$ cat config.mk
export PLATFORM = sky130hd
export DESIGN_NAME = conv_maxpool_2x2
export DESIGN_NICKNAME = d
export VERILOG_FILES = /design/src/rtl/conv_maxpool_2x2.sv
export SDC_FILE = /design/constraint.sdc
export NUM_CORES = 1
export LEC_CHECK = 0
export ABC_AREA = 1
export CAP_MARGIN = 20
export CORE_UTILIZATION = 35
export CTS_CLUSTER_SIZE = 28
export DETAILED_ROUTE_END_ITERATION = 8
export GPL_TIMING_DRIVEN = 0
export REMOVE_ABC_BUFFERS = 1
export SLEW_MARGIN = 20
export SYNTH_ARGS = -nofsm -noshare
export SYNTH_HDL_FRONTEND = slang
export SYNTH_SLANG_ARGS = --single-unit
$ cat constraint.sdc
create_clock -name clk -period 8.24 [get_ports clk]
set_clock_uncertainty 0.15 [all_clocks]
set_input_delay 1.648 -clock clk [delete_from_list [all_inputs] [get_ports clk]]
set_output_delay 1.648 -clock clk [all_outputs]
set_load 0.01 [all_outputs]
$ cat src/rtl/conv_maxpool_2x2.sv
// 2x2 / stride-2 max pooling over a raster-order conv result stream; odd trailing row/col dropped.
// Define MAXPOOL_RELU_EN to clamp negative input words to zero before pooling.
module conv_maxpool_2x2 #(
    parameter int DATA_W = 36,
    parameter int MAP_W  = 13
) (
    input  logic                     clk,
    input  logic                     rst_n,
    input  logic                     conv_valid,
    input  logic signed [DATA_W-1:0] conv_data,
    output logic                     out_valid,
    output logic signed [DATA_W-1:0] Out_OFM,
    output logic                     out_last,
    output logic                     busy
);
    localparam int POOL_W = MAP_W / 2;
    localparam int CW     = (MAP_W > 2) ? $clog2(MAP_W) : 1;
    localparam int PW     = (POOL_W > 1) ? $clog2(POOL_W) : 1;
    localparam bit MAP_ODD = (MAP_W % 2) == 1;
    localparam logic [CW-1:0] LAST_IDX      = CW'(MAP_W - 1);
    localparam logic [CW-1:0] LAST_POOL_IDX = CW'(2 * POOL_W - 1);

    typedef enum logic [1:0] {IDLE, EVEN, ODD, TAIL} state_t;

    state_t                    state_q, state_d, cls;
    logic [CW-1:0]             col_q, col_d, row_q, row_d;
    logic signed [DATA_W-1:0]  h_q, word, pmax, pool;
    logic signed [DATA_W-1:0]  line_buf_q [POOL_W];
    logic [PW-1:0]             lb_idx;
    logic                      row_end;
    logic                      out_valid_q, out_valid_d;
    logic                      out_last_q, out_last_d;
    logic                      busy_q, busy_d;
    logic signed [DATA_W-1:0]  ofm_q, ofm_d;

    always_comb begin
        word = conv_data;
`ifdef MAXPOOL_RELU_EN
        if (conv_data[DATA_W-1]) word = '0;
`endif
        // IDLE accepts the first word as pixel (0,0) of an even row
        cls     = (state_q == IDLE) ? EVEN : state_q;
        pmax    = (h_q > word) ? h_q : word;
        lb_idx  = PW'(col_q >> 1);
        pool    = (line_buf_q[lb_idx] > pmax) ? line_buf_q[lb_idx] : pmax;
        row_end = (col_q == LAST_IDX);

        state_d     = state_q;
        col_d       = col_q;
        row_d       = row_q;
        out_valid_d = 1'b0;
        out_last_d  = 1'b0;
        ofm_d       = ofm_q;
        busy_d      = conv_valid | (state_q != IDLE);

        if (conv_valid) begin
            col_d   = row_end ? '0 : col_q + 1'b1;
            row_d   = row_end ? ((row_q == LAST_IDX) ? '0 : row_q + 1'b1) : row_q;
            state_d = cls;
            if (row_end) begin
                case (cls)
                    EVEN:    state_d = ODD;
                    ODD:     state_d = (row_q != LAST_POOL_IDX) ? EVEN : (MAP_ODD ? TAIL : IDLE);
                    default: state_d = IDLE;
                endcase
            end
            if (cls == ODD && col_q[0]) begin
                out_valid_d = 1'b1;
                ofm_d       = pool;
                out_last_d  = (row_q == LAST_POOL_IDX) && (col_q == LAST_POOL_IDX);
            end
        end
    end

    always_ff @(posedge clk or negedge rst_n) begin
        if (!rst_n) begin
            state_q     <= IDLE;
            col_q       <= '0;
            row_q       <= '0;
            h_q         <= '0;
            out_valid_q <= 1'b0;
            out_last_q  <= 1'b0;
            ofm_q       <= '0;
            busy_q      <= 1'b0;
            for (int i = 0; i < POOL_W; i++) line_buf_q[i] <= '0;
        end else begin
            state_q     <= state_d;
            col_q       <= col_d;
            row_q       <= row_d;
            out_valid_q <= out_valid_d;
            out_last_q  <= out_last_d;
            ofm_q       <= ofm_d;
            busy_q      <= busy_d;
            if (conv_valid && !col_q[0]) h_q <= word;
            if (conv_valid && cls == EVEN && col_q[0]) line_buf_q[lb_idx] <= pmax;
        end
    end

    assign out_valid = out_valid_q;
    assign Out_OFM   = ofm_q;
    assign out_last  = out_last_q;
    assign busy      = busy_q;
endmodule

# After elaboration in Yosys (flattened, before gate mapping)
# Cells that the tools add are included.
[word_totals]
regBits = 301
wordCells = 58
[op_classes]
add_sub_neg = 2
magnitude_cmp = 4
eq_ne = 7
muxes = 18
n_bitwise = 2
reduce_logical = 11
[ops]
columns = ["cell", "n"]
rows = [
  ["216-bit bitwise mux", 1],
  ["36-bit 2-to-1 mux", 5],
  ["36-bit binary-select mux with 3-bit select", 1],
  ["36-bit demux with 3-bit select", 1],
  ["36-bit greater-than comparator", 2],
  ["4-bit == test, second input constant", 4],
  ["4-bit by 1-bit adder with 4-bit output, second input constant", 2],
  ["4-bit 2-to-1 mux", 2],
  ["1-bit logical AND", 6],
  ["2-bit 2-to-1 mux", 3],
  ["4-bit >= comparator, second input constant", 1],
  ["4-bit by 1-bit < comparator with 1-bit output, second input constant", 1],
  ["1-bit 2-to-1 mux", 4],
  ["4-bit inequality test, second input constant", 1],
  ["3-bit inverter with 4-bit output", 1],
  ["2-bit case mux with 2 select lines", 1],
  ["2-bit AND reduction", 2],
  ["2-bit by 1-bit == test with 1-bit output, second input constant", 1],
  ["2-bit == test, second input constant", 1],
  ["2-bit logical NOT", 1],
  ["2-bit nonzero test", 1],
  ["1-bit logical NOT", 1],
  ["1-bit OR", 1],
]

# Longest topological paths before layout
# Gate-level depths: netlist of run 1.
[logic_depth]
ltp_word = 6
depth_mapped = 37
ltp_nobuf = 34

# Worst setup path before layout of run 1
# OpenSTA, ideal clock, no wires.
[synth_timing]
path_type = "input-to-reg"
from = "input conv_data[35]"
to = "register ofm_q[10], in the netlist Out_OFM[10]"
setup_ns = 0.117
arrival_time_ns = 5.018
required_ns = 7.973
slack_ns = 2.955
path_stages = 27
path_cell_list = "inv_1 > ha_1 > nand2_1 > nor2_2 > a21boi_0 > nor2_1 > nand2_1 > nor2_1 > nand2_1 > nand2_4 > clkbuf_1 > nand4_1 > nand2_1 > inv_1 > ha_1 > nand2_1 > nor2_1 > nand4_1 > nor2_1 > nand3_1 > nand3_1 > nand2_1 > nand3_1 > clkbuf_1 > nand3_1 > nand2_1 > nand2_1"
[synth_via]
elab_chain_cells = 4
[synth_lines]
columns = ["element", "line_no", "source"]
rows = [
  ["from (decl)", "10", "input logic signed [DATA_W-1:0] conv_data,"],
  ["36-bit greater-than comparator", "43", "pmax = (h_q > word) ? h_q : word;"],
  ["36-bit 2-to-1 mux (*)", "43", ""],
  ["36-bit greater-than comparator", "45", "pool = (line_buf_q[lb_idx] > pmax) ? line_buf_q[lb_idx] : pmax;"],
  ["36-bit 2-to-1 mux (*)", "45", ""],
  ["to (signal assigned)", "92", "ofm_q <= ofm_d;"],
  ["to (decl)", "34", "logic signed [DATA_W-1:0] ofm_q, ofm_d;"],
]
# Every way passes the cells marked *; elsewhere a longest branch is shown, timed or not.
# A chain may end at the register's enable or synchronous reset.

# Worst setup path after layout of run 1
[layout_timing]
from = "input conv_data[19]"
to = "register ofm_q[31], in the netlist Out_OFM[31]"
# The elaborated chain is that of the path after synthesis.

==> results of run 1 <==
tightest hold or removal path, cell delays in order, from the launching register on:
cell and delay (ns):
dfrtp_1 0.33, nand2_1 0.05, nand2_1 0.06
cell usage after synthesis (all sizes together):
cell type,count
clkbuf,66
a21oi,30
buf,31
nor3,6
xor2,1
o2111ai,23
o22ai,25
inv,209
a21o,4
ha,76
a211oi,1
nand4,43
nor2,195
o221ai,12
clkinv,5
dfrtp,301
nor4b,1
nand3,49
o21ai,87
a21boi,1
o21bai,66
a22oi,47
xnor2,2
nand2,735
per-stage QoR:
stage,instances,power [mW]
floorplan,1919,5.238
global placement,2588,6.129
detailed placement,2612,6.749
CTS,2674,8.434
global route,2674,9.066
finish,2674,8.415
final cells by class:
class	count	area [sq um]	area share, %
timing repair buffer	101	1359	7.184
inverter	214	807.0	4.267
sequential	301	7532	39.83
clock buffer	55	1124	5.941
multi-input combinational	1404	7263	38.40
tap	592	740.7	3.916
clock inverter	7	87.58	0.4631
power breakdown:
group | leakage (nW) | internal (mW) | total [mW] | switching [mW]
Clock | 0.599 | 0.998 | 1.64 | 0.642
Sequential | 3.75 | 2.15 | 2.49 | 0.339
Combinational | 5.19 | 1.54 | 4.29 | 2.75
registers in the layout (all words and copies together), names as in the netlist:
| name | flops |
|---|---|
| col_q | 4 |
| out_last | 1 |
| row_q | 4 |
| line_buf_q | 216 |
| Out_OFM | 36 |
| out_valid | 1 |
| h_q | 36 |
| busy | 1 |
| state_q | 2 |
metal layers:
layer / up-vias / global-route usage (%) / wire (microns)
li1: 6564 / - / -
met1: 6762 / 29.55 / 21930
met2: 452 / 34.81 / 22630
met3: 99 / 3.255 / 3280
met4: 0 / 6.501 / 1403
met5: - / 0 / 0
kinds of logic (layout without fill, tap and decap cells):
logic type	count (synthesis)	count (layout)	share of synthesized area (%)
buffers and inverters	311	377	7.638
DFF	301	301	47.41
AOI/OAI and AO/OA	296	296	12.48
and+or+nand+nor	1029	1029	26.32
adders and majority gates	76	76	5.985
xor gates and xnor gates	3	3	0.1654
worst max path at each step:
stage / endpoint / slack, ns / cells after the start
floorplan: Out_OFM[0] / 0.80 / 27
global placement: line_buf_q[14] / -8.24 / 1
detailed placement: Out_OFM[31] / 0.13 / 25
CTS: Out_OFM[31] / 0.67 / 27
global route: Out_OFM[30] / 0.25 / 29
finish: Out_OFM[31] / 0.58 / 27
==> impl_results.md, run 1 <==
* Max Fclk at 130.6 MHz
* CP max FO at 48
* Clk buf depth at 3
* Hold Path Origin: line_buf_q[158]
* CTS tree: done
* Clock slew at reported path FFs at 0.06 ns
* Routed WL per cell at 18.42 microns
* Crit. Startpoint: conv_data[19]
* Root Buffer: clkbuf_16
* Worst r2r path cells at 25
* Worst-Margin Slew at 0.9856 ns
* DRT iter0 DRCs at 1115
* Largest net degree at the start of global routing at 87
* CP top delay family: simple AND/OR/NAND/NOR gates
* Number of CTS-inserted buffers at 36
* Most common cell after layout, fill and taps aside: nand2_1
* Critical path arrival at 7.92 ns
* Worst Setup End Kind: flip-flop
* Hold WC Path Type: reg2reg
* Pleak at 9.540 nW
* Final setup viols at 0
* Pre-CTS setup slack at 0.1291 ns
* Slowest cell on the critical path: nand4_4
* Worst Hold Depth at 2
* Post-CTS Resized at 0
* Final Critical Period at 7.660 ns
* Gpl congestion at 0.7995
* CP dominant cell by count: nand2_1
* Pwr dens at 444.9 mW/mm^2
* DRT Pass-1 Iters at 5
* Worst Hold Endpoint: line_buf_q[158]
* Share of cells above drive strength 1 at 6.628%
* Synth Register Bits at 301
* Hold Slack at 0.3257 ns
* Share of the synthesized area in the top cell type at 47.41%
* Final #Nets at 2173
* Endpoints failing hold at 0
* Hold-fix buffers at CTS at 0
* GR Overflow Total at 0
* Initial antenna violation count at 0
* Period utilisation layout at 92.96%
* Post-layout util at 42.49%
* Buf/Inv on CP at 7
* Ys Warns at 0
* Crit path required time at 8.50 ns
* Run status: finished, final reports clean
* DP Area at 0.01770 sq mm
* Unique masters post-synth at 38
* I/O Buffers at 77
* Setup ws final at 0.5805 ns
* Hpwl dp at 31.44 mm
* Sequential share of the synthesized area at 47.41%
* DRT Wirelength at 49.24 mm
* Synth area leaders: dfrtp_1 (47%), nand2_1 (17%), ha_1 (6.0%)
* Yosys top cell by area: dfrtp_1
* First-pass GRT wire length at 78.21 mm
* Die height at 215.1 microns
* Final instance area at 0.01891 sq mm
* Max-capacitance violation count at 0
* Max_slew headroom at 34.20%
* Worst Setup Path Type: in2reg
* Most frequent cells in the layout: nand2_1 (713), dfrtp_1 (301), inv_1 (206), nor2_1 (184)
* Drc violations at 0
* Reg2reg start: h_q[19]
* IO Pins at 78
* Synthesized area per cell at 7.881 sq um
* CTS Sinks at 301
* Reg2Reg Setup Slack at 1.84 ns
* Ant diodes at 0
* Starting Density at 35.70%
* Reg2reg end: Out_OFM[31]
* Vias in the first global route at 13940
* Fillcell total at 4440
* Die ar. at 0.04625 sq mm
* Total track usage at 21.48%
* Pins over their slew limit at 0
* Clk_lat worst skew at 0.53 ns
* Peak VDD IR at 0.0004076 V
* Core ar. at 0.04451 sq mm
* Setup TNS Final at 0 ns
* Setup Buffers After CTS at 0
* Post-Syn Area at 0.01589 sq mm
* Syn Inst Count at 2016
* CP Launch Type: input port
* CTS H-tree lvls at 2
* Row count at 77
* Final ANT Viol Nets at 0
* Crit-path max cell delay at 0.81 ns
* DR vias at 13880
* Area grow syn2layout at 19.03%
* RSZ-0062 raised after global routing: false
* Overall die width at 215.1 microns
* Vias per Instance at 5.190
Power figures use the tool's default switching activity.
==> inputs of run 2 (changes only) <==
--- a/config.mk
+++ b/config.mk
@@ -12,7 +12,6 @@
 export DETAILED_ROUTE_END_ITERATION = 8
 export GPL_TIMING_DRIVEN = 0
 export REMOVE_ABC_BUFFERS = 1
-export SLEW_MARGIN = 20
 export SYNTH_ARGS = -nofsm -noshare
 export SYNTH_HDL_FRONTEND = slang
 export SYNTH_SLANG_ARGS = --single-unit
==> run 2 against run 1 <==
Via count grew 0.27%. Fmax grew 2.2%. Worst setup slack gained 0.16 ns. Hold slack lost 0.00071 ns. Non-clock buffer count shrank 4. Power shrank 0.29%. Utilization shrank 0.37 points. Sequential power is essentially flat. Cell count shrank 0.15%. Combinational power is essentially flat. Largest power group unchanged.
==> impl_results.md, run 2 (same netlist as run 1, synthesis figures left out) <==
* CP max FO at 63 (+31%)
* Most common cell after layout, fill and taps aside: nand2_1
* I/O Buffers at 77 (unchanged)
* Total track usage at 21.56% (+0.081 points)
* Period utilisation layout at 90.96% (-2.0 points)
* CTS Sinks at 301 (unchanged)
* DRT Pass-1 Iters at 5 (unchanged)
* Run status: finished, final reports clean
* GR Overflow Total at 0 (unchanged)
* Pins over their slew limit at 0 (unchanged)
* Final setup viols at 0 (unchanged)
* CTS H-tree lvls at 2 (unchanged)
* Share of cells above drive strength 1 at 6.256% (-0.37 points)
* Post-CTS Resized at 0 (unchanged)
* Non-Filler Instances at 2670 (-0.15%)
* Pwr dens at 447.6 mW/mm^2 (+0.59%)
* RSZ-0062 raised after global routing: false
* DR vias at 13920 (+0.27%)
* Pleak at 9.467 nW (-0.76%)
* Hold-fix buffers at CTS at 0 (unchanged)
* Overall die width at 215.1 microns (unchanged)
* Hold WC Path Type: reg2reg
* CP Launch Type: input port
* Clk_lat worst skew at 0.53 ns (about the same)
* Worst Setup Path Type: in2reg
* Worst Setup End Kind: flip-flop
* DP Area at 0.01755 sq mm (-0.85%)
* CTS tree: done
* Starting Density at 35.70% (unchanged)
* Final #Nets at 2168 (-0.23%)
* Clock slew at reported path FFs at 0.06 ns (about the same)
* DRT iter0 DRCs at 1370 (+23%)
* IO Pins at 78 (unchanged)
* Gpl congestion at 0.7995 (unchanged)
* DRT Wirelength at 49.33 mm (+0.18%)
* Setup Buffers After CTS at 0 (unchanged)
* Core ar. at 0.04451 sq mm (unchanged)
* Number of CTS-inserted buffers at 35 (-2.8%)
* Post-layout util at 42.12% (-0.37 points)
* Most frequent cells in the layout: nand2_1 (714), dfrtp_1 (301), inv_1 (206), nor2_1 (184)
* Vias in the first global route at 13950 (+0.072%)
* Clk buf depth at 3 (unchanged)
* Max FFs per register at 216 (unchanged)
* Crit path required time at 8.50 ns (about the same)
* Pre-CTS setup slack at 0.2862 ns (+0.1572 ns)
* Initial antenna violation count at 0 (unchanged)
* Final Critical Period at 7.495 ns (-0.1646 ns)
* Max-capacitance violation count at 0 (unchanged)
* Root Buffer: clkbuf_16
* Endpoints failing hold at 0 (unchanged)
* Largest Register: line_buf_q
* Placed cells at 2607 (-0.19%)
* Drc violations at 0 (unchanged)
* Die height at 215.1 microns (unchanged)
* First-pass GRT wire length at 78.19 mm (about the same)
* Fillcell total at 4457 (+0.38%)
* Die ar. at 0.04625 sq mm (unchanged)
* Final ANT Viol Nets at 0 (unchanged)
* Hpwl dp at 30.14 mm (-4.1%)
* Critical path arrival at 7.76 ns (-0.16 ns)
* Max_slew headroom at 31.21% (-3.0 points)
* Worst-Margin Slew at 1.029 ns (+0.04386 ns)
* Area grow syn2layout at 17.99%
* Largest net degree at the start of global routing at 87 (unchanged)
* Ant diodes at 0 (unchanged)
* Final instance area at 0.01875 sq mm (-0.88%)
* Vias per Instance at 5.212 (+0.42%)
* Max Fclk at 133.4 MHz (+2.2%)
* Peak VDD IR at 0.0005025 V (+23%)
* Row count at 77 (unchanged)
* Total power at 8.390 mW (-0.29%)
* Setup ws final at 0.7451 ns (+0.1646 ns)
* Routed WL per cell at 18.48 microns (+0.33%)
==> run 2: cell count changes in the layout (fill, tap and decap cells not counted), sizes merged <==
cell | before | now
clkinv | 9 | 11
clkbuf | 55 | 54
clkinvlp | 1 | 0
buf | 25 | 21
==> run 2: worst paths after layout <==
kind | from | end | slack [ns] | cells after the start
max in group asynchronous | rst_n | line_buf_q[199] | 6.15 | 2
hold / removal | Out_OFM[27] | Out_OFM[27] | 0.33 | 2
hold reg to reg | Out_OFM[27] | Out_OFM[27] | 0.33 | 2
setup reg to reg | h_q[19] | Out_OFM[31] | 2.01 | 25
min in group asynchronous | rst_n | row_q[1] | 0.90 | 1
setup / recovery | conv_data[19] | Out_OFM[31] | 0.75 | 27
==> run 2: critical path: stages <==
cell and delay (ns):
clkdlybuf4s50_1 0.50, inv_1 0.06, ha_1 0.31, nand4_1 0.23, nor2_1 0.58, nand4_4 0.81
nand3_4 0.70, buf_16 0.30, nand2_1 0.10, nand2_1 0.23, inv_1 0.08, ha_1 0.34
nand4_1 0.14, inv_1 0.05, nand2_1 0.21, inv_1 0.07, nand2_1 0.07, nand2_1 0.08
nand2_1 0.10, nand3_1 0.07, nand2_1 0.11, nand3_4 0.17, buf_16 0.29, nor2_1 0.14
nor2_1 0.05, nand2_1 0.17, nand2_1 0.08
==> run 2: routing by layer <==
layer | wire length [microns] | track usage, % | up-vias
met1 | 22280 | 29.59 | 6819
met2 | 22930 | 35.90 | 472
li1 | - | - | 6541
met4 | 1142 | 5.887 | 0
met3 | 2986 | 2.505 | 83
met5 | 0 | 0 | -
==> run 2: stage by stage <==
stage | hold WS (ns) | TNS (ns)
global placement | 0.3120 | -2758.97
CTS | 0.3306 | 0
finish | 0.3250 | 0
detailed placement | 0.3149 | 0
global route | 0.3399 | 0
floorplan | 0.2992 | 0
==> run 2: report_power, final <==
part / internal (mW) / switching [mW]
logic: 1.54 / 2.76
registers: 2.15 / 0.339
clock network: 0.963 / 0.636
total: 4.65 / 3.74
==> run 2: layout make-up <==
type                            instances  area [sq um]  area share [%]
Sequential cell                       301          7532           40.18
Clock inverter                          8         90.09          0.4805
Tap cell                              592         740.7           3.951
Inverter                              214         807.0           4.305
Clock buffer                           54          1080           5.760
Timing Repair Buffer                   97          1244           6.634
Multi-Input combinational cell       1404          7253           38.69
==> inputs of run 3 (changes only) <==
==> constraint.sdc (replaced) <==
create_clock -name clk -period 6.66 [get_ports clk]
set_clock_uncertainty 0.15 [all_clocks]
set_input_delay 1.332 -clock clk [delete_from_list [all_inputs] [get_ports clk]]
set_output_delay 1.332 -clock clk [all_outputs]
set_load 0.1 [all_outputs]
==> run 3 against run 2 <==
Worst setup slack worse by 0.49 ns. Register-to-register slack worse by 0.81 ns. Routed wire length grew 4.9%. Flip-flop and latch count unchanged. Critical endpoint unchanged. Largest power group unchanged.
==> impl_results.md, run 3 (same netlist as run 1, synthesis figures left out) <==
* DR vias at 14160 (+1.7%)
* Root Buffer: clkbuf_16
* Total track usage at 21.91% (+0.35 points)
* Clk buf depth at 3 (unchanged)
* DRT Wirelength at 51.75 mm (+4.9%)
* Combinational fraction of design power at 55.5% (+4.2 points)
* Pwr dens at 600.5 mW/mm^2 (+34%)
* CP Launch Type: input port
* Share of cells above drive strength 1 at 7.163% (+0.91 points)
* Final Critical Period at 6.407 ns
* Clk_lat worst skew at 0.53 ns (about the same)
* Final setup viols at 0 (unchanged)
* Row count at 77 (unchanged)
* Hold WC Path Type: reg2reg
* Max_slew headroom at 29.64% (-1.6 points)
* Worst Setup Path Type: in2reg
* Routed WL per cell at 19.27 microns (+4.3%)
* Critical path arrival at 6.67 ns (-1.09 ns)
* Die height at 215.1 microns (unchanged)
* Core ar. at 0.04451 sq mm (unchanged)
* Peak VDD IR at 0.0004762 V (-5.2%)
* Sw frac at 48.24% (+3.7 points)
* CTS Sinks at 301 (unchanged)
* Fillcell total at 4435 (-0.49%)
* Pins over their slew limit at 0 (unchanged)
* Post-layout util at 42.64% (+0.52 points)
* Sequential Power Share at 27.0% (-2.7 points)
* Number of CTS-inserted buffers at 35 (unchanged)
* Largest Register: line_buf_q
* Design internal power at 5.899 mW (+27%)
* Clock slew at reported path FFs at 0.06 ns (about the same)
* Max-capacitance violation count at 0 (unchanged)
* Final ANT Viol Nets at 0 (unchanged)
* Endpoints failing hold at 0 (unchanged)
* CP dominant cell by count: nand2_1
* Clk pwr share at 17.4% (-1.7 points)
* CTS tree: done
* Worst Setup End Kind: flip-flop
* Max Fclk at 156.1 MHz
* Most common cell after layout, fill and taps aside: nand2_1
* Run status: finished, final reports clean
* DRT iter0 DRCs at 1504 (+9.8%)
* Vias per Instance at 5.270 (+1.1%)
* Psw at 5.498 mW (+47%)
* Die ar. at 0.04625 sq mm (unchanged)
* Largest net degree at the start of global routing at 87 (unchanged)
* Initial antenna violation count at 0 (unchanged)
* Crit path required time at 6.92 ns (-1.58 ns)
* Most frequent cells in the layout: nand2_1 (713), dfrtp_1 (301), inv_1 (206), nor2_1 (181)
* Setup ws final at 0.2529 ns (-0.4922 ns)
* DRT Pass-1 Iters at 5 (unchanged)
* Hold-fix buffers at CTS at 0 (unchanged)
* Pleak at 9.583 nW (+1.2%)
* Pre-CTS setup slack at -0.9778 ns (-1.264 ns)
* Starting Density at 35.70% (unchanged)
* Max FFs per register at 216 (unchanged)
* First-pass GRT wire length at 79.22 mm (+1.3%)
* I/O Buffers at 77 (unchanged)
* Vias in the first global route at 13990 (+0.30%)
* Worst-Margin Slew at 1.053 ns (+0.02340 ns)
* Hpwl dp at 30.14 mm (unchanged)
* GR Overflow Total at 0 (unchanged)
* Ant diodes at 0 (unchanged)
* Overall die width at 215.1 microns (unchanged)
* IO Pins at 78 (unchanged)
* CP max FO at 32 (-49%)
* Setup TNS Final at 0 ns (unchanged)
* Drc violations at 0 (unchanged)
* Slowest cell on the critical path: clkdlybuf4s50_1
* Gpl congestion at 0.7995 (unchanged)
* Period utilisation layout at 96.20%
* Final #Nets at 2184 (+0.74%)
* Crit-path max cell delay at 0.50 ns (-0.31 ns)
* CTS H-tree lvls at 2 (unchanged)
* Area grow syn2layout at 19.45%
==> run 3: cell count changes in the layout (fill, tap and decap cells not counted), sizes merged <==
cell,previous run,this run
buf,21,31
clkbuf,54,56
nand2,735,736
nand3,49,50
nand4,43,45
==> run 3: metrics by stage <==
stage | cell area [sq um] | hold WS [ns] | instances | power [mW]
5_1_grt | 18980 | 0.3399 | 2686 | 12.19
3_3_place_gp | 16990 | 0.3120 | 2588 | 8.127
3_5_place_dp | 17550 | 0.3149 | 2607 | 9.028
6_report | 18980 | 0.3251 | 2686 | 11.40
4_1_cts | 18810 | 0.3306 | 2674 | 11.13
2_1_floorplan | 15480 | 0.2992 | 1919 | 6.969
==> run 3: path summary, 6_finish.rpt <==
path                               start  depth (start not counted)  slack, ns           to
setup / recovery           conv_data[19]                         31       0.25  Out_OFM[31]
hold / removal               Out_OFM[27]                          2       0.33  Out_OFM[27]
setup reg to reg                 h_q[19]                         29       1.20  Out_OFM[31]
hold reg to reg              Out_OFM[27]                          2       0.33  Out_OFM[27]
max in group asynchronous          rst_n                          2       4.94       h_q[4]
min in group asynchronous          rst_n                          1       0.58     row_q[1]
==> run 3: repair_timing <==
| item | CTS | global route |
|---|---|---|
| cloned | 2 | 4 |
| pin swaps | 2 | 4 |
| endpoints found under the setup margin | 35 | 32 |
| setup buffers | 3 | 7 |
| gates resized for setup | 4 | 4 |
==> run 3: layout make-up <==
class                   instances  area (sq um)  share of cell area [%]
flip-flops and latches        301          7532                   39.69
multi-input cells            1408          7336                   38.65
repair buffers                109          1394                   7.344
clock buffers                  54          1080                   5.689
inverters                     214         807.0                   4.252
well taps                     592         740.7                   3.903
clock inverters                 8         90.09                  0.4747
==> run 3: power by group through the flow <==
stage / Combinational [mW] / Sequential [mW] / Clock (mW)
6_report: 6.33 / 3.08 / 1.99
5_1_grt: 6.93 / 3.17 / 2.08
4_1_cts: 6.04 / 3.07 / 2.02
3_5_place_dp: 5.93 / 3.09 / 0
3_3_place_gp: 5.06 / 3.07 / 0
2_1_floorplan: 3.30 / 3.67 / 0
==> run 3: critical path: cells and delay by family <==
| family | cells | cell delay [ns] |
|---|---|---|
| buf+inv | 7 | 1.25 |
| compound gates | 1 | 0.31 |
| fa+ha+maj | 2 | 0.65 |
| simple gates | 21 | 3.08 |
==> run 3: routing by layer <==
layer | global-route usage (%) | up-vias | part of all wire [%]
met5 | 0 | - | 0
met4 | 5.768 | 0 | 2.6
met3 | 2.477 | 99 | 6.6
met2 | 36.52 | 533 | 47
met1 | 30.17 | 6941 | 44
li1 | - | 6582 | -
